===== src/rtl/inst_encode_loader.sv =====
// Boot-time program loader: packs field-level RV32I requests into 32-bit words and
// writes them sequentially into instruction memory starting at BASE_ADDR.
module inst_encode_loader #(
    parameter int unsigned ADDR_W    = 8,
    parameter logic [31:0] BASE_ADDR = 32'h0000_0000
) (
    input  logic              clk,
    input  logic              rst,
    input  logic              start,
    input  logic              in_valid,
    output logic              in_ready,
    input  logic [6:0]        opcode,
    input  logic [4:0]        rd,
    input  logic [4:0]        rs1,
    input  logic [4:0]        rs2,
    input  logic [2:0]        fun3,
    input  logic [6:0]        fun7,
    input  logic [31:0]       imm,
    input  logic              last,
    output logic              mem_we,
    output logic [31:0]       mem_addr,
    output logic [31:0]       mem_wdata,
    output logic [ADDR_W:0]   count,
    output logic              busy,
    output logic              done,
    output logic              err
);

    localparam int unsigned     DEPTH    = 2 ** ADDR_W;
    localparam logic [ADDR_W:0] LAST_IDX = (ADDR_W + 1)'(DEPTH - 1);

    typedef enum logic [1:0] {StIdle, StWrite, StDone} state_t;

    state_t            state_q, state_d;
    logic [ADDR_W:0]   count_q, count_d;
    logic              err_q, err_d;
    logic              last_q, last_d;
    logic [31:0]       word_q, word_d;
    logic [31:0]       addr_q, addr_d;
    logic [31:0]       enc_word;
    logic              legal;

    always_comb begin
        legal    = 1'b1;
        enc_word = 32'h0;
        case (opcode)
            7'b0110011:
                enc_word = {fun7, rs2, rs1, fun3, rd, opcode};
            7'b0010011, 7'b0000011, 7'b1100111:
                enc_word = {imm[11:0], rs1, fun3, rd, opcode};
            7'b0100011:
                enc_word = {imm[11:5], rs2, rs1, fun3, imm[4:0], opcode};
            7'b1100011:
                enc_word = {imm[12], imm[10:5], rs2, rs1, fun3, imm[4:1], imm[11], opcode};
            7'b0110111, 7'b0010111:
                enc_word = {imm[31:12], rd, opcode};
            7'b1101111:
                enc_word = {imm[20], imm[10:1], imm[11], imm[19:12], rd, opcode};
            default:
                legal = 1'b0;
        endcase
    end

    always_comb begin
        state_d = state_q;
        count_d = count_q;
        err_d   = err_q;
        last_d  = last_q;
        word_d  = word_q;
        addr_d  = addr_q;
        case (state_q)
            StIdle: begin
                if (in_valid) begin
                    if (legal) begin
                        word_d  = enc_word;
                        last_d  = last;
                        addr_d  = BASE_ADDR + 32'({count_q, 2'b00});
                        state_d = StWrite;
                    end else begin
                        err_d = 1'b1;
                        if (last) state_d = StDone;
                    end
                end
            end
            StWrite: begin
                count_d = count_q + 1'b1;
                if (last_q) begin
                    state_d = StDone;
                end else if (count_q == LAST_IDX) begin
                    // Memory full before the program ended: overflow.
                    err_d   = 1'b1;
                    state_d = StDone;
                end else begin
                    state_d = StIdle;
                end
            end
            StDone: begin
                if (start) begin
                    count_d = '0;
                    err_d   = 1'b0;
                    state_d = StIdle;
                end
            end
            default: state_d = StIdle;
        endcase
    end

    always_ff @(posedge clk or posedge rst) begin
        if (rst) begin
            state_q <= StIdle;
            count_q <= '0;
            err_q   <= 1'b0;
            last_q  <= 1'b0;
            word_q  <= 32'h0;
            addr_q  <= BASE_ADDR;
        end else begin
            state_q <= state_d;
            count_q <= count_d;
            err_q   <= err_d;
            last_q  <= last_d;
            word_q  <= word_d;
            addr_q  <= addr_d;
        end
    end

    // Strobe decoded from state so an async reset drops it in the same cycle.
    assign mem_we    = (state_q == StWrite);
    assign in_ready  = (state_q == StIdle);
    assign busy      = (state_q == StWrite);
    assign done      = (state_q == StDone);
    assign mem_addr  = addr_q;
    assign mem_wdata = word_q;
    assign count     = count_q;
    assign err       = err_q;

endmodule

===== config.mk =====
export PLATFORM = sky130hd
export DESIGN_NAME = inst_encode_loader
export DESIGN_NICKNAME = d
export VERILOG_FILES = /design/src/rtl/inst_encode_loader.sv
export SDC_FILE = /design/constraint.sdc
export NUM_CORES = 1
export LEC_CHECK = 0
export BUFFER_PORTS_ARGS = -buffer_cell sky130_fd_sc_hd__buf_2
export CAP_MARGIN = 20
export CORE_MARGIN = 10
export CORE_UTILIZATION = 30
export CTS_CLUSTER_SIZE = 25
export DETAILED_ROUTE_END_ITERATION = 8
export PLACE_DENSITY = 0.67
export SLEW_MARGIN = 10
export SYNTH_ARGS = -nofsm -noshare
export SYNTH_HDL_FRONTEND = slang
export SYNTH_SLANG_ARGS = --single-unit

===== constraint.sdc =====
create_clock -name clk -period 2.35 [get_ports clk]
set_input_delay 0.235 -clock clk [delete_from_list [all_inputs] [get_ports clk]]
set_output_delay 0.235 -clock clk [all_outputs]
set_load 0.02 [all_outputs]

# After elaboration in Yosys (flattened, before gate mapping)
# Cells that the tools add are included.
# Widths: inputs -> output; s select.
word_totals:
  output_inout_bits: 78
  word_cells: 52
  input_bits: 69
  ff_bits: 54
classes:
  n_eq_ne: 18
  muxes: 17
  n_reduce_logical: 10
  n_addsub: 1
op_table:
  columns: ["op", "n"]
  rows:
  - ["$pmux 32 s6", 1]
  - ["$eq 7x6->1 const B", 3]
  - ["$eq 7x7->1 const B", 3]
  - ["$pmux 9 s2", 1]
  - ["$eq 7x5->1 const B", 2]
  - ["$mux 2", 6]
  - ["$add 9x1->9 const B", 1]
  - ["$eq 9x8->1 const B", 1]
  - ["$mux 9", 1]
  - ["$reduce_or 9->1", 1]
  - ["$ne 2x2->1 const B", 4]
  - ["$eq 7x2->1 const B", 1]
  - ["$mux 1", 6]
  - ["$pmux 2 s3", 1]
  - ["$reduce_and 3->1", 2]
  - ["$reduce_and 6->1", 1]
  - ["$ne 3x1->1 const B", 1]
  - ["$pmux 1 s3", 1]
  - ["$reduce_bool 3->1", 1]
  - ["$reduce_or 3->1", 1]
  - ["$eq 2x1->1 const B", 1]
  - ["$eq 2x2->1 const B", 1]
  - ["$logic_not 2->1", 1]
  - ["$ne 2x1->1 const B", 1]
  - ["other kinds (3)", 3]

# Depth between registers and ports, before layout
depth:
  depth_word: 6
  mapped_depth: 9

# Worst setup path before layout
# OpenSTA, ideal clock, no wires.
synth_timing:
  kind: "flip-flop to flip-flop"
  start: "register count_q[0] (netlist: count[0])"
  end: "register err_q (netlist: err)"
  t_required_ns: 2.221
  setup_ns: 0.129
  arrival_time_ns: 1.843
  n_path_buf: 0
  path_stages_with_launch: 10
  setup_slack_ns: 0.378
  cell_sequence: "dfrtp_1 > ha_1 > and3_1 > and3_1 > and3_1 > ha_1 > nand2_1 > nor2_1 > a311oi_1 > a21oi_1"
synth_between:
  elab_chain_len: 3
synth_lines:
  columns: ["element", "line", "text"]
  rows:
  - ["start: declaration", "35", "logic [ADDR_W:0] count_q, count_d;"]
  - ["start signal: assignment", "118", "count_q <= count_d;"]
  - ["$eq 9x8->1", "89", "end else if (count_q == LAST_IDX) begin"]
  - ["$ne 2x1->1 (no line)", null, null]
  - ["$reduce_and 6->1 (no line)", null, null]
  - ["end signal: assignment", "119", "err_q <= err_d;"]
  - ["end: declaration", "36", "logic err_q, err_d;"]
# No other way between the ends.
# A chain may end at the register's enable or synchronous reset.

# Worst setup path in the final report
# Same ends and word-level chain as after synthesis.

==> run_results.csv <==
group,metric,value,unit
clock_tree,tritoncts,"done",
synthesis,synth_top_flop_cell,"dfrtp_1",
timing,relSlewSlack,0.5551,
drt,routedWlPerCell,16.05,µm
timing,max_freq,0.4862,GHz
clock_tree,clock_sinks,54,
synthesis,ys_seq_area_frac,0.4602,
cells_and_area,area_delta_synth_final,26.03,%
synthesis,yosysTopAreaCell,"dfrtp_1",
floorplanning,die_x,118.9,µm
grt,grt_use_total,0.1221,
power,p_leak,0.001881,µW
synthesis,synth_xor_area_frac,0.005965,
timing,fin_hold_ws,178.8,ps
floorplanning,ios,147,
synthesis,synth_top_family_by_area,"compound AO/OA/AOI/OAI gates",
drt,vias,2629,
synthesis,synthTopCellsByArea,"dfrtp_1, buf_4, a22oi_1, o21ai_0, nand2_1",
clock_tree,post_cts_buffers,0,
synthesis,yosys.area_share.simple,0.1432,
timing,fin_setup_tns,0,ps
synthesis,synth_area,2937,µm²
power,peakVddDrop,317.4,µV
floorplanning,rows,36,
grt,grt-ovfl-total,0,
power,cellPowerDensity,577.4,nW/µm²
timing,finClkSkew,23.96,ps
synthesis,yosysWarnings,0,
cells_and_area,fillCellCount,1012,
worst_setup_path,startpoint_type,"flip-flop",
floorplanning,die-area,14150,µm²
clock_tree,clk_path_buf_depth,2,
synthesis,ys_ff_latch,54,
worst_setup_path,critPathMaxStageDelay,470,ps
timing,setup_viol,0,
clock_tree,clk_latency,320,ps
synthesis,synth_cells,297,
drt,wirelength,8.889,mm
cells_and_area,nets,488,
placement,dp_hpwl,7.129,mm
grt,grt_pass1_wl,14.41,mm
synthesis,muxShareOfSynthArea,0.06775,
synthesis,yosysMostFrequentCell,"dfrtp_1",
grt,grt_max_degree,55,
worst_setup_path,crit_top_cell,"and3_1",
synthesis,synth_compound_area_frac,0.2147,
timing,slew_viol_final,0,
worst_setup_path,path_class,"flip-flop to flip-flop",
synthesis,synthArstFlopShare,1.000,
drt,dr.first_iter.drc_count,148,
drt,ant_nets,0,
synthesis,synth-adder-area-share,0.008522,
clock_tree,root_buffer,"clkbuf_8",
worst_setup_path,crit_required,2540,ps
hold_path,hold_class,"primary input to flip-flop",
drt,drc,0,
drt,first_pass_iters,5,
synthesis,syn_area_per_cell,9.887,µm²
clock_tree,cts_buffers,5,
placement,io_buffers,123,
cells_and_area,drive_gt1_frac,0.3756,
grt,grt_pass1_vias,2792,
grt,antenna_found_initial,3,
worst_setup_path,crit_chain,"ha_1 -> and3_1 -> and3_1 -> and3_1 -> ha_1 -> nand2_1 -> nor2_1 -> a311oi_1 -> a21oi_1",
drt,viasPerCell,4.745,
floorplanning,die_h,118.9,µm
worst_setup_path,cp_max_fo,7,
timing,tightestPinTransition,662.2,ps
timing,rsz0062_at_grt,"false",
floorplanning,core_area,9639,µm²
placement,gp_congestion,0.8159,
clock_tree,clkTransAtPathRegs,120,ps
floorplanning,start_util,0.3046,
timing,hold_viol,0,
worst_setup_path,critPathCaptureType,"flip-flop",
job,drv_cap,0,
worst_setup_path,path_buf_inv,0,
timing,fin_crit,2057,ps
synthesis,yosys-top-cells-count,"dfrtp_1, nand2_1, o21ai_0",
synthesis,ys_types,52,
worst_setup_path,cp.arrival,2240,ps
worst_setup_path,cp_top_family,"simple AND/OR/NAND/NOR gates",
synthesis,synth_edf_count,0,
synthesis,yosys.area.top_type_share,0.4602,
outcome,run_status,"finished clean",
clock_tree,cts.repair.resized,0,
clock_tree,h-tree-depth,2,
worst_setup_path,critPathSlowestCell,"dfrtp_1",
timing,finalCritPeriodShare,0.8753,
==> placed cells by master, fill, tap and decap left out, drive strengths merged, types with 9 or more instances in the layout <==
cell and instances:
buf 125, a21oi 11, nand2 39, o21ai 34, dfrtp 54, inv 9
a22oi 23, nor2 19, mux2 16, conb 23
==> worst paths after layout <==
kind,depth (start not counted),startpoint,slack [ps],end
max,9,count[0],290,err
max reg2reg,9,count[0],290,err
max in group asynchronous,4,rst,1240,mem_wdata[22]
min,2,start,180,state_q[1]
min reg2reg,1,mem_wdata[0],470,mem_wdata[0]
min in group asynchronous,3,rst,520,mem_wdata[1]
==> per-layer routing <==
metal	routed length [µm]	vias up	track usage
met2	4143	108	0.2013
li1	-	1261	-
met1	3820	1245	0.1459
met3	681	15	0.04157
met5	0	-	0
met4	244	0	0.04122
==> sequential cells by signal, indices dropped and copies added, names as in the netlist <==
register,count
count,9
err,1
last_q,1
mem_addr,9
mem_wdata,32
state_q,2
==> worst reg2reg max path, cell delays in order, from the launching register on <==
cell and delay (ps):
dfrtp_1 470, ha_1 260, and3_1 210, and3_1 210, and3_1 190, ha_1 190, nand2_1 70, nor2_1 40
a311oi_1 230, a21oi_1 70
==> layout make-up <==
cell class	count	area [µm²]	share of cell area
tap	133	166.4	0.04496
timing repair buffer	126	665.6	0.1799
antenna	3	7.507	0.002028
sequential	54	1351	0.3651
multi-input combinational	221	1379	0.3725
clock buffer	5	68.82	0.01859
inverter	9	33.78	0.009128
clock inverter	3	28.78	0.007776
==> stage by stage <==
| stage | cells | setup WS (ps) | instance area (µm²) | util | power (µW) |
|---|---|---|---|---|---|
| 2_1_floorplan | 319 | 378.1 | 3019 | - | 1418 |
| 3_3_place_gp | 542 | 410.6 | 3586 | 0.3720 | 1586 |
| 3_5_place_dp | 542 | 340.1 | 3586 | 0.3720 | 1594 |
| 4_1_cts | 551 | 294.9 | 3694 | 0.3832 | 2181 |
| 5_1_grt | 554 | 110.3 | 3701 | 0.3840 | 2259 |
| 6_report | 554 | 293.1 | 3701 | 0.3840 | 2137 |
==> what timing repair did <==
action                                  in CTS  in global routing
endpoints found under the setup margin       0                  0
endpoints found under the hold margin       21                  0
hold buffers                                 1                  0
==> logic make-up after synthesis <==
group | count (synthesis)
buffers and inverters | 44
muxes | 16
other | 1
and+or+nand+nor | 85
xor gates and xnor gates | 2
DFF | 54
AOI/OAI and AO/OA | 93
adders and majority gates | 2
==> power by group <==
group | leakage [µW] | internal, µW | switching [µW] | total (µW)
registers | 0.000727 | 1010 | 51.8 | 1070
clock network | 0.0000503 | 222 | 345 | 567
logic | 0.00110 | 189 | 315 | 505
total | 0.00188 | 1430 | 712 | 2140
Note: power is estimated with default switching activity, not from simulation.
